$ cat src/rtl/lab2_proc_imem_flush_filter.sv
// imem response filter: tracks outstanding fetches and drops squashed responses.
// Ports: fetch req/resp handshakes, imem req/resp handshakes, squash, counters.
module lab2_proc_imem_flush_filter #(
    parameter int p_msg_nbits    = 47,
    parameter int p_max_inflight = 2,
    localparam int c_cnt_nbits   = $clog2(p_max_inflight + 1)
) (
    input  logic                   clk,
    input  logic                   reset,
    input  logic                   req_val,
    output logic                   req_rdy,
    output logic                   mem_req_val,
    input  logic                   mem_req_rdy,
    input  logic                   squash,
    input  logic [p_msg_nbits-1:0] in_msg,
    input  logic                   in_val,
    output logic                   in_rdy,
    output logic [p_msg_nbits-1:0] out_msg,
    output logic                   out_val,
    input  logic                   out_rdy,
    output logic [c_cnt_nbits-1:0] num_inflight,
    output logic [c_cnt_nbits-1:0] num_to_drop,
    output logic [31:0]            num_dropped
);

    localparam logic [c_cnt_nbits-1:0] c_max = c_cnt_nbits'(p_max_inflight);

    logic [c_cnt_nbits-1:0] r_inflight;
    logic [c_cnt_nbits-1:0] r_to_drop;
    logic [31:0]            r_dropped;

    logic w_space;
    logic w_req_fire;
    logic w_drop_now;
    logic w_resp_fire;
    logic w_drop_fire;

    // Full tracker blocks requests even if a response retires this cycle.
    assign w_space     = (r_inflight < c_max);
    assign mem_req_val = req_val & w_space;
    assign req_rdy     = mem_req_rdy & w_space;
    assign w_req_fire  = req_val & req_rdy;

    assign w_drop_now = in_val & ((r_to_drop != '0) | squash);

    always_comb begin
        in_rdy  = 1'b0;
        out_val = 1'b0;
        if (r_inflight == '0) begin
            in_rdy  = 1'b0;
            out_val = 1'b0;
        end else if (w_drop_now) begin
            in_rdy  = 1'b1;
            out_val = 1'b0;
        end else begin
            in_rdy  = out_rdy;
            out_val = in_val;
        end
    end

    assign out_msg     = in_msg;
    assign w_resp_fire = in_val & in_rdy;
    assign w_drop_fire = w_resp_fire & w_drop_now;

    always_ff @(posedge clk or posedge reset) begin
        if (reset) begin
            r_inflight <= '0;
            r_to_drop  <= '0;
            r_dropped  <= '0;
        end else begin
            r_inflight <= r_inflight
                        + c_cnt_nbits'(w_req_fire)
                        - c_cnt_nbits'(w_resp_fire);
            // A request firing with squash is the redirected fetch: not dropped.
            if (squash)
                r_to_drop <= r_inflight - c_cnt_nbits'(w_resp_fire);
            else
                r_to_drop <= r_to_drop - c_cnt_nbits'(w_drop_fire);
            if (w_drop_fire)
                r_dropped <= r_dropped + 32'd1;
        end
    end

    assign num_inflight = r_inflight;
    assign num_to_drop  = r_to_drop;
    assign num_dropped  = r_dropped;

    a_inflight_max: assert property (
        @(posedge clk) disable iff (reset) r_inflight <= c_max);
    a_drop_le_inflight: assert property (
        @(posedge clk) disable iff (reset) r_to_drop <= r_inflight);

endmodule

$ cat config.mk
export PLATFORM = sky130hd
export DESIGN_NAME = lab2_proc_imem_flush_filter
export DESIGN_NICKNAME = d
export VERILOG_FILES = /design/src/rtl/lab2_proc_imem_flush_filter.sv
export SDC_FILE = /design/constraint.sdc
export NUM_CORES = 1
export LEC_CHECK = 0
export CORE_ASPECT_RATIO = 0.5
export CORE_MARGIN = 10
export CORE_UTILIZATION = 30
export DETAILED_ROUTE_END_ITERATION = 16
export HOLD_SLACK_MARGIN = 0.03
export PLACE_DENSITY = 0.72
export SYNTH_ARGS = -nofsm -noshare
export SYNTH_HDL_FRONTEND = slang
export SYNTH_SLANG_ARGS = --single-unit
$ cat constraint.sdc
create_clock -name clk -period 2.7 [get_ports clk]
set_clock_uncertainty 0.15 [all_clocks]
set_input_delay 0.675 -clock clk [delete_from_list [all_inputs] [get_ports clk]]
set_output_delay 0.675 -clock clk [all_outputs]
set_load 0.005 [all_outputs]
# Word level (Yosys, flattened, before mapping)
# Index checks and enable logic that the tools add are counted.
dict set report op_classes {
  n_lt_le_gt_ge 1
  n_addsub 5
  bitwise_logic 7
  n_mux 5
  n_reduce_logical 2
}
# cell n
set ops {}
lappend ops {{$add 32x1->32 const B} 1}
lappend ops {{$and 1x1->1} 6}
lappend ops {{$sub 2x1->2} 3}
lappend ops {{$mux 1} 4}
lappend ops {{$add 2x1->2} 1}
lappend ops {{$logic_not 2->1} 1}
lappend ops {{$lt 2x2->1 const B} 1}
lappend ops {{$mux 2} 1}
lappend ops {{$reduce_bool 2->1} 1}
lappend ops {{$or 1x1->1} 1}
dict set report word_totals {
  ff_bits 36
  output_inout_bits 87
  word_cells 23
  input_bits 54
}

# Depth between registers and ports, before layout
dict set report depth {
  depth_word 9
  mapped_depth 8
  ltp_nobuf 8
}

# Least setup slack after synthesis
# OpenSTA, ideal clock, no wires.
dict set report synth_timing {
  path_kind {input to register}
  from {input port squash}
  to {register r_inflight[1], in the netlist num_inflight[1]}
  t_arrival_ps 1943
  path_stages 8
  t_required_ps 2420
  n_path_buf 0
  slack_ps 476
  setup_ps 130
  path_cell_list {or3_1 -> nor2_1 -> nor2_1 -> ha_1 -> inv_1 -> ha_1 -> xnor2_1 -> xnor2_1}
}
dict set report synth_between {
  elab_chain_len 6
}
# item line
set synth_rtl {}
lappend synth_rtl {{start, declared} 14} ;# input logic squash,
lappend synth_rtl {{$or 1x1->1} 44} ;# assign w_drop_now = in_val & ((r_to_drop != '0) | squash);
lappend synth_rtl {{$and 1x1->1} 44}
lappend synth_rtl {{$mux 1} 52} ;# end else if (w_drop_now) begin
lappend synth_rtl {{$mux 1} 49} ;# if (r_inflight == '0) begin
lappend synth_rtl {{$and 1x1->1} 62} ;# assign w_resp_fire = in_val & in_rdy;
lappend synth_rtl {{$sub 2x1->2} 73} ;# - c_cnt_nbits'(w_resp_fire);
lappend synth_rtl {{end signal, assigned} 71} ;# r_inflight <= r_inflight
lappend synth_rtl {{end, declared} 28} ;# logic [c_cnt_nbits-1:0] r_inflight;
# No other way between the ends.
# A chain may end at the register's enable or synchronous reset.

# Final worst setup path
dict set report layout_timing {
  from {input port mem_req_rdy}
  to {output port req_rdy}
}
dict set report layout_between {
  elab_chain_len 1
}
# item line
set layout_rtl {}
lappend layout_rtl {{start, declared} 13} ;# input logic mem_req_rdy,
lappend layout_rtl {{$and 1x1->1} 41} ;# assign req_rdy = mem_req_rdy & w_space;
lappend layout_rtl {{end, declared} 11} ;# output logic req_rdy,
# No other way between the ends.

==> flow_metrics.py <==
metrics = {
    "status": {
        "run_status": "finished clean",
    },
    "layout": {
        "multi_input_comb_area_um2": 805,
        "nNetsFinal": 268,
        "instances_no_fill": 302,
        "syn_to_final_growth_pct": 18.9,
        "num_antenna_cells": 0,
        "stdcell_area_um2": 2490,
        "final_core_util": 0.370,
        "fillers": 688,
        "share_of_final_layout_standard_cells_stronger_than_drive_strength_1": 0.105,
        "ff_latch_area_um2": 901,
    },
    "floorplanning": {
        "die_height_um": 79.0,
        "boundaryPins": 141,
        "die_area_um2": 10900,
        "die_width_um": 138,
        "core_um2": 6730,
        "initial_utilization": 0.311,
        "rows": 21,
    },
    "clock_tree": {
        "clock_sink_count": 36,
        "post_cts.repair.setup_buffers": 0,
        "tritoncts": "yes",
        "cts.clk_slew.worst_paths_ps": 60,
        "post_cts_sizing_count": 5,
        "number_of_buffers_created_by_cts": 5,
        "ctsHtreeMaxLevel": 2,
        "clkLatencyLatePin_ps": 280,
        "clock-root-buffer": "clkbuf_16",
        "postCtsHoldBufs": 0,
        "max-clock-path-buffers": 2,
    },
    "worst_setup_path": {
        "worst-path-buf-inv": 2,
        "cpMostUsedCell": "clkdlybuf4s50_1",
        "worstPathCellList": "clkdlybuf4s50_1 -> and2b_1 -> clkdlybuf4s50_1",
        "critical_path.reg2reg.endpoint": "num_inflight[1]",
        "path_max_fanout": 2,
        "critPathSlowestCell": "clkdlybuf4s50_1",
        "timing.rr.start": "num_to_drop[0]",
        "worst_setup_path_end_kind": "primary output",
        "worst_path_dominant_cell_family": "buffers and inverters",
        "worst-endpoint-required_ps": 1880,
        "crit_type": "in -> out",
        "rr_worst_depth": 8,
        "worstPathArrival_ps": 1780,
        "rrSetupSlack_ps": 670,
        "crit_path_start_kind": "input pin",
        "critical-path-max-stage-delay_ps": 500,
    },
    "grt": {
        "vias_in_the_first_global_route": 1518,
        "grt_start_max_net_pins": 37,
        "grt_antenna_before_repair": 0,
        "grt.overflow.total": 0,
        "grt_usage": 0.0849,
        "grt_pass1_wl_um": 7740,
    },
    "placed_design": {
        "dpl.cell_count": 294,
        "port_buffers": 46,
        "pre_cts_slack_ps": -296,
        "place_hpwl_um": 3550,
        "place_congestion": 0.710,
        "placedInstanceArea_um2": 2330,
    },
    "synthesis": {
        "synth.largest_area_cell": "dfrtp_1",
        "synthesis.yosys.warnings": 0,
        "synth_cell_types": 25,
        "async_reset_ff_frac": 1.00,
        "synth-edff-count": 0,
        "yosys.area.top_type_share": 0.431,
        "synth.net_count": 259,
        "post_synth_inst_count": 200,
        "ys_dominant_reg_cell": "dfrtp_1",
        "syn-cell-area_um2": 2090,
        "synth.top_cells.by_area": "dfrtp_1 43%, buf_4 17%, xnor2_1 10%",
        "ys_ff_latch": 36,
        "post_synthesis_sequential_area_ratio": 0.431,
        "syn_area_per_cell_um2": 10.5,
    },
    "sta": {
        "setup_viol": 0,
        "report.final.slew_viol_count": 0,
        "slew_headroom": 0.698,
        "min_period_over_period": 0.965,
        "timing.final.crit_period_ps": 2610,
        "final_critical_path_setup_slack_ps": 93.2,
        "fmax_mhz": 384,
        "totalNegativeSetupSlack_ps": 0,
        "grt_setup_unrepaired": "false",
        "tightestPinTransition_ps": 453,
        "timing_hold_violations_final": 0,
    },
    "routing": {
        "drtPass1Iterations": 4,
        "initialDrtViolationCount": 114,
        "final_antenna_net_count": 0,
        "routed_via_density": 4.61,
        "route.detailed.wl_per_inst_um": 15.5,
        "drc": 0,
        "drt_wl_total_um": 4680,
        "vias": 1393,
    },
    "worst_hold_path": {
        "min_to": "num_dropped[31]",
        "hold_path_class": "reg -> reg",
        "worstHoldStart": "num_dropped[31]",
        "holdPathStages": 1,
    },
    "power_and_ir_drop": {
        "worst_ir_drop_vdd_mv": 0.349,
        "leakagePower_nw": 1.11,
        "pwr_density_cell_nw_per_um2": 725,
    },
    "job": {
        "maxCapViolCount": 0,
    },
}
-- how the worst max path moves through the flow --
stage,startpoint,endpoint,slack (ps),depth (start not counted)
finish,mem_req_rdy,req_rdy,90,3
global route,mem_req_rdy,req_rdy,40,3
CTS,mem_req_rdy,req_rdy,80,3
detailed placement,squash,in_rdy,-300,5
global placement,squash,in_rdy,-270,5
floorplan,squash,num_inflight[1],480,8
-- Yosys cell counts (all sizes together), types with 5 or more instances --
library cell,count
and3,8
buf,49
dfrtp,36
ha,5
inv,6
nand2,13
nand3,10
nand4,8
nor2,12
xnor2,24
xor2,11
-- power breakdown --
part	switching (W)	leakage (nW)	total, W	internal, W
Clock	0.000213	0.0766	0.000576	0.000363
Sequential	0.000116	0.474	0.000731	0.000615
Combinational	0.000200	0.563	0.000496	0.000296
-- cells by family (layout without fill, tap and decap cells) --
kind of cell | after synthesis | after routing | synth area share
DFF | 36 | 36 | 0.431
buffers and inverters | 55 | 65 | 0.189
and+or+nand+nor | 64 | 64 | 0.181
muxes | 2 | 2 | 0.0102
adders and majority gates | 5 | 5 | 0.0299
AOI/OAI and AO/OA | 3 | 3 | 0.0126
xor gates and xnor gates | 35 | 35 | 0.147
-- final cells by class --
class	instances	area share
Sequential cell	36	0.362
Inverter	6	0.00906
Tap cell	92	0.0463
Clock inverter	2	0.00403
Multi-Input combinational cell	109	0.324
Timing Repair Buffer	51	0.199
Clock buffer	6	0.0559
-- metal layers --
layer	track usage	vias up	wire length, µm
li1	-	629	-
met2	0.146	45	2320
met1	0.0879	681	1860
met5	0	-	0
met4	0.0638	0	189
met3	0.0261	38	319
-- placed cells by master, fill, tap and decap left out, drive strengths merged, types with 2 or more instances in the layout --
cell and n:
clkinv 2, and3 8, xnor2 24, nand3 10, dlygate4sd2 3, o21ai 2
ha 5, clkdlybuf4s50 43, clkbuf 6, xor2 11, nand4 8, dfrtp 36
and2b 2, nor3 4, nand2 13, inv 6, nor2 12, nor4 2
buf 5, and4 4
-- sequential cells by signal, summed over array words and instances (netlist names) --
register / count
num_dropped: 32
num_to_drop: 2
num_inflight: 2
-- per-stage QoR --
stage	hold slack [ps]	total power [W]
floorplan	318	0.00103
global placement	314	0.00122
detailed placement	315	0.00125
CTS	327	0.00183
global route	354	0.00192
finish	323	0.00180
Note: power is estimated with default switching activity, not from simulation.
